--- src/rtl/fifo_pkg.sv ---
// Shared types and helpers for the parametrised single-clock FIFO.
// Optional error flags are enabled by defining FIFO_ERR_FLAGS_EN.
package fifo_pkg;

  typedef struct packed {
    logic full;
    logic empty;
    logic threshold;
    logic almost_empty;
  } fifo_status_t;

  // Address width for a power-of-two depth: smallest aw with 2**aw >= depth.
  function automatic int fifo_aw(int depth);
    int aw;
    aw = 0;
    for (int i = 0; i < 31; i++) begin
      if ((1 << i) < depth) aw = i + 1;
    end
    return aw;
  endfunction

endpackage

--- src/rtl/fifo_ptr_ctrl.sv ---
// One AW+1-bit FIFO pointer (extra wrap bit) with increment enable and synchronous flush.
// Used for both the write and the read side of param_sync_fifo.
module fifo_ptr_ctrl
  import fifo_pkg::*;
#(
  parameter int AW = 4
) (
  input  logic        clk,
  input  logic        rst,
  input  logic        en_i,
  input  logic        flush_i,
  output logic [AW:0] ptr_o
);

  logic [AW:0] ptr_q;
  logic [AW:0] ptr_d;

  // NOTE: a default assignment before any branch keeps this purely combinational (no latch).
  always_comb begin
    ptr_d = ptr_q;
    if (flush_i) begin
      ptr_d = '0;
    end else if (en_i) begin
      ptr_d = ptr_q + 1'b1;
    end
  end

  // NOTE: state registers use non-blocking assignments so all flops update together at the edge.
  always_ff @(posedge clk or posedge rst) begin
    if (rst) begin
      ptr_q <= '0;
    end else begin
      ptr_q <= ptr_d;
    end
  end

  assign ptr_o = ptr_q;

endmodule

--- src/rtl/param_sync_fifo.sv ---
// Parametrised first-word-fall-through FIFO with fill level, almost-full/empty and flush.
// Define FIFO_ERR_FLAGS_EN to add sticky overflow/underflow flags with err_clr.
module param_sync_fifo
  import fifo_pkg::*;
#(
  parameter int DW       = 32,
  parameter int DEPTH    = 16,
  parameter int AF_LEVEL = 12,
  parameter int AE_LEVEL = 2
) (
  input  logic                       clk,
  input  logic                       rst,
  input  logic                       flush,
  input  logic                       wr,
  input  logic [DW-1:0]              data_fifo,
  input  logic                       mstr0_ready,
  output logic [DW-1:0]              mstr0_data,
  output logic                       data_valid,
  output logic                       fifo_full,
  output logic                       fifo_empty,
  output logic                       fifo_threshold,
  output logic                       almost_empty,
`ifdef FIFO_ERR_FLAGS_EN
  input  logic                       err_clr,
  output logic                       ovf_err,
  output logic                       udf_err,
`endif
  output logic [fifo_aw(DEPTH):0]    fill_level
);

  localparam int AW = fifo_aw(DEPTH);
  localparam logic [AW:0] AF_LVL = (AW+1)'(AF_LEVEL);
  localparam logic [AW:0] AE_LVL = (AW+1)'(AE_LEVEL);

  logic [AW:0]   wptr;
  logic [AW:0]   rptr;
  logic [AW:0]   level_q;
  logic [AW:0]   level_d;
  logic          we;
  logic          re;
  fifo_status_t  status;
  logic [DW-1:0] mem_q [DEPTH];

  // Status comes only from registered pointers and level, so it never glitches on inputs.
  always_comb begin
    status.full         = (wptr[AW] != rptr[AW]) && (wptr[AW-1:0] == rptr[AW-1:0]);
    status.empty        = (wptr == rptr);
    status.threshold    = (level_q >= AF_LVL);
    status.almost_empty = (level_q <= AE_LVL);
  end

  // Flush wins over both sides; full blocks writes even when a read frees a slot this cycle.
  assign we = wr & ~status.full & ~flush;
  assign re = mstr0_ready & ~status.empty & ~flush;

  fifo_ptr_ctrl #(.AW(AW)) u_wptr (
    .clk    (clk),
    .rst    (rst),
    .en_i   (we),
    .flush_i(flush),
    .ptr_o  (wptr)
  );

  fifo_ptr_ctrl #(.AW(AW)) u_rptr (
    .clk    (clk),
    .rst    (rst),
    .en_i   (re),
    .flush_i(flush),
    .ptr_o  (rptr)
  );

  // NOTE: storage is deliberately not reset; empty/data_valid gate its contents after reset.
  always_ff @(posedge clk) begin
    if (we) begin
      mem_q[wptr[AW-1:0]] <= data_fifo;
    end
  end

  always_comb begin
    level_d = level_q;
    if (flush) begin
      level_d = '0;
    end else begin
      case ({we, re})
        2'b10:   level_d = level_q + 1'b1;
        2'b01:   level_d = level_q - 1'b1;
        default: level_d = level_q;
      endcase
    end
  end

  always_ff @(posedge clk or posedge rst) begin
    if (rst) begin
      level_q <= '0;
    end else begin
      level_q <= level_d;
    end
  end

`ifdef FIFO_ERR_FLAGS_EN
  logic ovf_q;
  logic ovf_d;
  logic udf_q;
  logic udf_d;
  logic ovf_evt;
  logic udf_evt;

  assign ovf_evt = wr & status.full & ~flush;
  assign udf_evt = mstr0_ready & status.empty & ~flush;

  // A new event in the same cycle as err_clr keeps the flag set.
  always_comb begin
    ovf_d = ovf_q;
    udf_d = udf_q;
    if (ovf_evt) begin
      ovf_d = 1'b1;
    end else if (err_clr) begin
      ovf_d = 1'b0;
    end
    if (udf_evt) begin
      udf_d = 1'b1;
    end else if (err_clr) begin
      udf_d = 1'b0;
    end
  end

  always_ff @(posedge clk or posedge rst) begin
    if (rst) begin
      ovf_q <= 1'b0;
      udf_q <= 1'b0;
    end else begin
      ovf_q <= ovf_d;
      udf_q <= udf_d;
    end
  end

  assign ovf_err = ovf_q;
  assign udf_err = udf_q;
`endif

  assign mstr0_data     = mem_q[rptr[AW-1:0]];
  assign data_valid     = ~status.empty;
  assign fifo_full      = status.full;
  assign fifo_empty     = status.empty;
  assign fifo_threshold = status.threshold;
  assign almost_empty   = status.almost_empty;
  assign fill_level     = level_q;

endmodule

--- config.mk ---
export PLATFORM = sky130hd
export DESIGN_NAME = param_sync_fifo
export DESIGN_NICKNAME = d
export VERILOG_FILES = /design/src/rtl/fifo_pkg.sv /design/src/rtl/fifo_ptr_ctrl.sv /design/src/rtl/param_sync_fifo.sv
export SDC_FILE = /design/constraint.sdc
export NUM_CORES = 1
export LEC_CHECK = 0
export BUFFER_PORTS_ARGS = -buffer_cell sky130_fd_sc_hd__buf_4
export CAP_MARGIN = 25
export CORE_ASPECT_RATIO = 1.25
export CORE_MARGIN = 2
export CORE_UTILIZATION = 65
export DETAILED_ROUTE_END_ITERATION = 16
export HOLD_SLACK_MARGIN = 0.06
export PLACE_DENSITY = 0.9
export SLEW_MARGIN = 15
export SYNTH_ARGS = -nofsm -noshare
export SYNTH_HDL_FRONTEND = slang
export SYNTH_HIERARCHICAL = 1
export SYNTH_SLANG_ARGS = --single-unit
--- constraint.sdc ---
create_clock -name clk -period 9 [get_ports clk]
set_input_delay 1.8 -clock clk [delete_from_list [all_inputs] [get_ports clk]]
set_output_delay 1.8 -clock clk [all_outputs]
set_load 0.02 [all_outputs]
== Yosys cells after proc, flatten, opt, wreduce, memory -nomap -nowiden ==
Memory sizes are Yosys's and may differ from the RTL's.
Cells that the tools add are included.

* Bitwise gates (word level): 7
* Reductions and logical operators: 4
* Equal/unequal tests: 5
* Add/subtract/negate cells: 4
* Mux-type cells: 8
* $lt $le $gt $ge: 2

{| class="wikitable"
|+ Operators with widths
! cell !! count
|-
| $mux W5 || 5
|-
| $add A5 B1 Y5 const B || 3
|-
| $pmux W5 S2 || 1
|-
| $eq A5 B5 Y1 || 1
|-
| $ge A5 B4 Y1 const B || 1
|-
| $le A5 B2 Y1 const B || 1
|-
| $sub A5 B1 Y5 const B || 1
|-
| $and A1 B1 Y1 || 4
|-
| $eq A4 B4 Y1 || 1
|-
| $reduce_bool A2 Y1 || 2
|-
| $not A1 Y1 || 3
|-
| $reduce_bool A3 Y1 || 1
|-
| $eq A2 B1 Y1 const B || 1
|-
| $eq A2 B2 Y1 const B || 1
|-
| $mux W1 || 2
|-
| $logic_and A1 B1 Y1 || 1
|-
| $ne A1 B1 Y1 || 1
|}

* Input port bits: 37
* Output and inout bits: 42
* Bits in writable memories: 512
* Word-level logic and storage cells: 34
* Memories: 1
* Register bits after elaboration: 15

{| class="wikitable"
|+ Memory list
! memory !! words !! width !! rd ports !! clocked after Yosys merged registers in !! wr ports !! RTL line !! RTL
|-
| mem_q || 16 || 32 || 1 || 0 || 1 || param_sync_fifo.sv:42 || <nowiki>logic [DW-1:0] mem_q [DEPTH];</nowiki>
|}

== Depth between registers and ports, before layout ==
Gate-level depths: netlist of run 1.

* Depth after elaboration: 8
* Depth in mapped cells: 12
* Mapped depth without buffers: 11

== Hierarchy ==
The synthesis of run 1 kept the hierarchy.

{| class="wikitable"
|+ By module, submodules not included
! module !! sequential area each (um^2) !! cells each !! instances !! area each (um^2)
|-
| param_sync_fifo || 15499.9 || 798 || 1 || 19970.4
|-
| fifo_ptr_ctrl || 125.1 || 23 || 2 || 270.3
|}

== Worst setup path before layout of run 1 ==
No wires, ideal clock.

* Kind: in2reg
* From: in flush
* To: mem mem_q[0][0], enable pin
* Path slack: 2.781 ns
* Cell stages on the path: 5
* Library setup time: 0.513 ns
* Required time: 8.487 ns
* Path buffers: 1
* Arrival: 5.706 ns
* Cell sequence: clkbuf_1 nor2b_1 o21ai_1 nor2_1 nor4b_1

* Cells in the longest elaborated chain, start to end: 4

{| class="wikitable"
|+ RTL lines
! item !! RTL line !! RTL
|-
| from (decl) || param_sync_fifo.sv:13 || <nowiki>input logic flush,</nowiki>
|-
| $not A1 Y1 || param_sync_fifo.sv:53 || <nowiki>assign we = wr & ~status.full & ~flush;</nowiki>
|-
| $and A1 B1 Y1 || param_sync_fifo.sv:53 ||
|-
| $mux W1 || param_sync_fifo.sv:74 || <nowiki>if (we) begin</nowiki>
|-
| $mux W1 (not written as such) || param_sync_fifo.sv:75 || <nowiki>mem_q[wptr[AW-1:0]] <= data_fifo;</nowiki>
|-
| to (decl) || param_sync_fifo.sv:42 ||
|}

No other way between the ends.

== Worst setup path after layout of run 1 ==
* From: reg u_rptr.ptr_q[1], in the netlist u_rptr/ptr_o[1]
* To: out mstr0_data[31]

* Cells in the longest elaborated chain, start to end: 1

{| class="wikitable"
|+ RTL lines
! item !! RTL line !! RTL
|-
| from (decl) || fifo_ptr_ctrl.sv:15 || <nowiki>logic [AW:0] ptr_q;</nowiki>
|-
| from (signal assigned) || fifo_ptr_ctrl.sv:33 || <nowiki>ptr_q <= ptr_d;</nowiki>
|-
| $mem_v2 Z16 W32 || -- ||
|-
| to (decl) || param_sync_fifo.sv:17 || <nowiki>output logic [DW-1:0] mstr0_data,</nowiki>
|}

No other way between the ends.

==> metrics.yaml, run 1 <==
sta:
  fin_skew_ns: 0.01817
  setup_tns_ns: 0
  worst_pin_slew_ns: 0.8820
  whs_ns: 0.5935
  setup_viol: 0
  fin_crit_ns: 5.351
  grt_setup_unrepaired: "false"
  fin_ws_ns: 3.649
  slew_headroom_pct: 41.20
  slew_viol_final: 0
  max_freq_mhz: 186.9
  period_share_pct: 59.46
  finalHoldViolCount: 0
placement:
  io_buffers: 78
  place_area_mm2: 0.02164
  hpwl_mm: 22.48
  gp_routability_congestion: 0.7545
  dpl_worst_slack_ns: 4.052
  place_inst: 1310
route:
  via_per_inst: 6.896
  vias: 9648
  initialDrtViolationCount: 1154
  drt_first_pass_iters: 5
  drc: 0
  antenna_left: 0
  wl_per_cell_um: 33.48
  wirelength_mm: 46.84
finish:
  area_growth_pct: 13.18
  fill_cells: 1561
  instances_no_fill: 1399
  fin_nets: 995
  design_area_mm2: 0.02321
  final_layout_size_suffix_gt1_share_pct: 33.81
floorplanning:
  rows: 72
  die_h_um: 202.6
  die_area_mm2: 0.03300
  start_util_pct: 66.19
  io_pins: 79
  core_area_mm2: 0.03099
  die_w_um: 162.9
clocking:
  cts_hold_buf: 0
  post_cts_buffers: 0
  cts_tree: "yes"
  cts_root_buffer: "clkbuf_16"
  numCtsBuffers: 46
  numClockSinks: 527
  clock_path_buffers: 3
  clock_latency_ns: 0.56
  cts_resized: 0
  htreeDepth: 2
  clk_pin_slew_ns: 0.07
logic_synthesis:
  synthAdderAreaFrac_pct: 0.4026
  yosysMostFrequentCell: "edfxtp_1"
  syn_area_mm2: 0.02051
  synth_area_leaders: "edfxtp_1, mux4_2, mux4_1, dfrtp_1, buf_6"
  postSynthCellCount: 844
  synth-simple-area-share_pct: 1.543
  syn_avg_cell_area_um2: 24.30
  ys_ff_latch: 527
  synth_top_area_share_pct: 74.96
  synth_compound_area_share_pct: 0.5490
  ys.flop_type: "edfxtp_1"
  synth_common_cells: "edfxtp_1, mux4_2, mux4_1, nor2_1, clkbuf_1"
  synth.area.mux_share_pct: 18.73
  ys_seq_area_share_pct: 76.79
  async_flop_share_pct: 2.846
  synth_fp_nets: 887
  yosys.area.top_type: "edfxtp_1"
  synth_cell_types: 40
  yosysWarnings: 6
  synth_top_family_by_area: "multiplexers"
  synth_xor_area_share_pct: 0.4270
  synth_edf_count: 512
outcome:
  status: "finished clean"
worst_setup_path:
  crit_slowest_cell: "dfrtp_4"
  arrival_ns: 3.55
  crit_chain: "buf_4 > buf_16 > mux4_2 > mux4_2 > buf_4"
  critPathTopFamily: "buffers and inverters"
  worst-path-buf-inv: 3
  reg2reg_slack_ns: 4.90
  worstSetupPathType: "reg2out"
  slowest_delay_ns: 0.97
  critical_path_peak_fanout: 56
  cp-start-kind: "register"
  worst_setup_path_end_kind: "output port"
  required_ns: 7.20
hold_path:
  min_path_type: "reg2reg"
global_route:
  antenna_found_initial: 3
  grt-ovfl-total: 0
  grt_usage_pct: 29.38
  grt_pass1_vias: 10190
  grt_max_degree: 106
  grt_pass1_wl_mm: 68.12
pwr:
  vdd_drop_max_mv: 0.2177
  pwr_density_cell_mw_per_mm2: 216.4
  leakagePower_nw: 7.355
flow_run:
  maxCapViolCount: 0
==> per-layer routing <==
metal | global-route usage, % | vias up | wire [um]
li1 | - | 3846 | -
met1 | 39.71 | 5028 | 16380
met2 | 48.03 | 656 | 24250
met3 | 5.945 | 118 | 4510
met4 | 11.98 | 0 | 1700
met5 | 0 | - | 0
==> layout make-up <==
class	instances	area (um^2)	share of cell area, %
inverter	9	33.78	0.1455
antenna	4	10.01	0.04312
tap	407	509.2	2.194
multi-input combinational	264	4549	19.60
sequential	527	15760	67.89
clock buffer	53	1199	5.164
timing repair buffer	104	813.3	3.503
clock inverter	31	339.1	1.461
==> logic make-up after synthesis <==
kind of cell,after synthesis
and+or+nand+nor,62
adders and majority gates,6
xor gates and xnor gates,10
muxes,169
AOI/OAI and AO/OA,17
DFF,527
buffers and inverters,53
==> state kept, by name, summed over array words and instances, names as in the netlist <==
name / count
mem_q: 512
u_wptr/ptr_o: 5
fill_level: 5
u_rptr/ptr_o: 5
==> cells in the final DEF, fill, tap and decap left out, drive strengths merged, types with 5 or more instances in the layout <==
master    n
o21ai     6
nor2     26
buf     104
edfxtp  512
ha        5
clkinv   19
nand2b    5
nand4     5
mux4    160
nor2b     8
clkbuf   53
inv      10
dfrtp    15
xnor2     8
bufinv    7
nand2     7
mux2      5
==> per-stage QoR <==
step / utilization (%) / power [mW]
finish: 74.91 / 5.023
global placement: 69.82 / 3.015
global route: 74.90 / 5.138
detailed placement: 69.82 / 3.027
floorplan: - / 2.930
CTS: 74.79 / 5.039
==> power breakdown <==
group          leakage, nW  total, mW  internal [mW]  switching [mW]
Clock                0.755       2.05           1.16           0.884
Combinational         1.79      0.252          0.115           0.136
Sequential            4.81       2.73           2.71          0.0186
==> final timing paths <==
check,to,from,depth (start not counted)
worst min-delay path,fill_level[3]$_DFFE_PP0P_,fill_level[3]$_DFFE_PP0P_,1
worst max-delay path,mstr0_data[31],u_rptr/ptr_o[1]$_DFFE_PP0P_,5
worst max register to register,mem_q[7][6]$_DFFE_PP_,u_rptr/ptr_o[2]$_DFFE_PP0P_,8
worst min register to register,fill_level[3]$_DFFE_PP0P_,fill_level[3]$_DFFE_PP0P_,1
max in group asynchronous,u_rptr/ptr_o[2]$_DFFE_PP0P_,rst,2
min in group asynchronous,fill_level[3]$_DFFE_PP0P_,rst,2
No activity file was read; power rests on OpenSTA's default activity.
==> run 2: changes to the inputs <==
--- a/config.mk
+++ b/config.mk
@@ -5,14 +5,15 @@
 export SDC_FILE = /design/constraint.sdc
 export NUM_CORES = 1
 export LEC_CHECK = 0
+export ABC_AREA = 1
 export BUFFER_PORTS_ARGS = -buffer_cell sky130_fd_sc_hd__buf_4
 export CAP_MARGIN = 25
 export CORE_ASPECT_RATIO = 1.25
 export CORE_MARGIN = 2
-export CORE_UTILIZATION = 65
+export CORE_UTILIZATION = 55
 export DETAILED_ROUTE_END_ITERATION = 16
 export HOLD_SLACK_MARGIN = 0.06
-export PLACE_DENSITY = 0.9
+export PLACE_DENSITY = 0.82
 export SLEW_MARGIN = 15
 export SYNTH_ARGS = -nofsm -noshare
 export SYNTH_HDL_FRONTEND = slang
==> constraint.sdc (replaced) <==
create_clock -name clk -period 4.5 [get_ports clk]
set_input_delay 0.9 -clock clk [delete_from_list [all_inputs] [get_ports clk]]
set_output_delay 0.9 -clock clk [all_outputs]
set_load 0.02 [all_outputs]
==> run 2 against run 1 <==
Cell area rose by 0.99%. Critical path depth rose by 1. Synthesized cell count rose by 82%. Cell count rose by 50%. Clock power rose by 80%. Sequential power rose by 99%. Critical endpoint is now mstr0_data[28]. Largest power group unchanged.
==> metrics.yaml, run 2 <==
outcome:
  status: "finished clean"
global_route:
  top_usage_layer: "met2"
  grt_pass1_wl_mm: 74.60
  grt_usage_pct: 24.81
  grt_max_degree: 214
  grt-ovfl-total: 0
  met3_usage_pct: 4.296
  grt_util_met2_pct: 39.86
  grt_use_met1_pct: 33.99
  antenna_found_initial: 0
  grt_pass1_vias: 13170
clocking:
  cts_resized: 0
  clock_latency_ns: 0.56
  numClockSinks: 527
  post_cts_buffers: 0
  clock_path_buffers: 3
  cts_tree: "yes"
  htreeDepth: 2
  clk_pin_slew_ns: 0.06
  cts_root_buffer: "clkbuf_16"
  numCtsBuffers: 45
  cts_hold_buf: 0
floorplanning:
  die_h_um: 221.5
  die_w_um: 178.0
  die_area_mm2: 0.03942
  start_util_pct: 55.84
  io_pins: 79
  rows: 79
  core_area_mm2: 0.03726
logic_synthesis:
  postSynthCellCount: 1534
  synth_common_cells: "edfxtp_1, nor2_1, o21ai_0, o221ai_1, nand2_1"
  synth_fp_nets: 1577
  yosysMostFrequentCell: "edfxtp_1"
  synth_edf_count: 512
  yosys.area.top_type: "edfxtp_1"
  synth_top_area_share_pct: 73.89
  yosysWarnings: 6
  ys_ff_latch: 527
  synth_cell_types: 29
  syn_avg_cell_area_um2: 13.56
  syn_area_mm2: 0.02081
  ys_seq_area_share_pct: 75.69
  async_flop_share_pct: 2.846
  ys.flop_type: "edfxtp_1"
  synth_area_leaders: "edfxtp_1, o21ai_0, nor2_1, o221ai_1, dfrtp_1"
route:
  drc: 0
  via_per_inst: 6.387
  wl_per_cell_um: 23.18
  vias: 13420
  drt_first_pass_iters: 6
  antenna_left: 0
  wirelength_mm: 48.70
  initialDrtViolationCount: 2102
sta:
  slew_headroom_pct: 30.77
  setup_viol: 0
  max_freq_mhz: 240.9
  grt_setup_unrepaired: "false"
  worst_pin_slew_ns: 1.038
  fin_crit_ns: 4.152
  slew_viol_final: 0
  whs_ns: 0.2599
  finalHoldViolCount: 0
  fin_skew_ns: 0.01519
  period_share_pct: 92.26
  setup_tns_ns: 0
pwr:
  combPwrFrac_pct: 5.6
  p_int_mw: 7.592
  finalPower_mw: 9.656
  leakagePower_nw: 7.752
  p_seq_share_pct: 56.3
  p_clk_share_pct: 38.1
  sw_frac_of_total_pct: 21.37
  vdd_drop_max_mv: 0.2757
  pwr_density_cell_mw_per_mm2: 411.9
  switchingPower_mw: 2.064
worst_setup_path:
  worstSetupPathType: "reg2out"
  worst-path-buf-inv: 2
  critical_path_peak_fanout: 213
  crit_chain: "buf_12 > o21ai_0 > o221ai_1 > o211ai_1 > nand2_1 > buf_4"
  arrival_ns: 3.25
  required_ns: 3.60
  worstReg2RegStart: "u_rptr/ptr_o[1]$_DFFE_PP0P_"
  critPathTopFamily: "buffers and inverters"
  slowest_delay_ns: 0.78
  reg2reg_to: "mem_q[14][22]$_DFFE_PP_"
  reg2reg_slack_ns: 1.06
  cp-start-kind: "register"
  ff2ff_path_depth: 10
  worst_setup_path_end_kind: "output port"
  crit_slowest_cell: "dfrtp_4"
finish:
  antenna_cells: 0
  largest_reg_flops: 512
  mostFrequentLayoutCells: "edfxtp_1, nor2_1, o21ai_0, buf_4, o221ai_1"
  final_common_cell: "edfxtp_1"
  fin_nets: 1626
  final_layout_size_suffix_gt1_share_pct: 13.00
  area_growth_pct: 12.66
placement:
  hpwl_mm: 26.34
  io_buffers: 78
  gp_routability_congestion: 0.8304
hold_path:
  min_path_type: "in2async"
flow_run:
  maxCapViolCount: 0
run 2: changes by cell type in the layout (fill, tap and decap cells not counted), moves of 10 or more:
cell and change:
o22ai_1 +33, nor2_1 +249, nand2_1 +75, o21ai_0 +247
mux4_1 -33, mux4_2 -127, o211ai_1 +34, nand3_1 +48
o221ai_1 +94, buf_12 +10, inv_1 +19
run 2: worst register-to-register path: cells and delay by family, from the launching register on:
family                 cells  cell delay, ns
buffers and inverters      3            1.09
AND/OR/NAND/NOR            7            1.40
flip-flops                 1            0.61
run 2: final cells by class:
| cell class | count | area [um^2] |
|---|---|---|
| fillers | 2503 | 13820 |
| inverters | 34 | 133.9 |
| repair buffers | 107 | 960.9 |
| well taps | 486 | 608.1 |
| clock buffers | 51 | 1149 |
| multi-input cells | 868 | 4602 |
| clock inverters | 28 | 227.7 |
| flip-flops and latches | 527 | 15760 |
run 2: per-layer routing:
layer / vias to the layer above / routed length (um)
met4: 0 / 1644
met1: 6519 / 17960
li1: 5876 / -
met5: - / 0
met2: 896 / 23800
met3: 128 / 5301
run 2: stage by stage:
step                      cell area [um^2]  instances  worst slack, ns  util [%]
final                                23440       2101           0.3483     62.91
after global routing                 23440       2101           0.2337     62.91
after CTS                            23420       2100           0.3576     62.84
after detailed placement             22040       2021            1.030     59.14
after global placement               22040       2021            1.105     59.14
after floorplan                      20810       1534            1.278         -
run 2: worst max path at each step:
stage                                            from                    end  slack, ns  cells after the start
final                     u_rptr/ptr_o[0]$_DFFE_PP0P_         mstr0_data[28]       0.35                      6
after global routing      u_rptr/ptr_o[0]$_DFFE_PP0P_         mstr0_data[28]       0.23                      6
after CTS                 u_rptr/ptr_o[1]$_DFFE_PP0P_         mstr0_data[28]       0.36                      6
after detailed placement  u_rptr/ptr_o[1]$_DFFE_PP0P_         mstr0_data[20]       1.03                      6
after global placement    u_rptr/ptr_o[1]$_DFFE_PP0P_         mstr0_data[28]       1.10                      6
after floorplan                                    wr  mem_q[0][0]$_DFFE_PP_       1.28                      6
run 2: power groups by stage:
| stage | registers [mW] | logic, mW | clock network, mW |
|---|---|---|---|
| 2_1_floorplan | 5.54 | 0.298 | 0 |
| 3_3_place_gp | 5.54 | 0.515 | 0 |
| 3_5_place_dp | 5.54 | 0.536 | 0 |
| 4_1_cts | 5.44 | 0.540 | 3.69 |
| 5_1_grt | 5.44 | 0.591 | 3.87 |
| 6_report | 5.44 | 0.544 | 3.68 |
run 2: kinds of logic (layout without fill, tap and decap cells):
group / after synthesis / in the layout / share of synthesized area (%)
adders and majority gates: 6 / 6 / 0.3969
xor gates and xnor gates: 5 / 5 / 0.2104
AOI/OAI and AO/OA: 431 / 431 / 12.75
DFF: 527 / 527 / 75.69
and+or+nand+nor: 426 / 426 / 8.184
buffers and inverters: 139 / 220 / 2.772
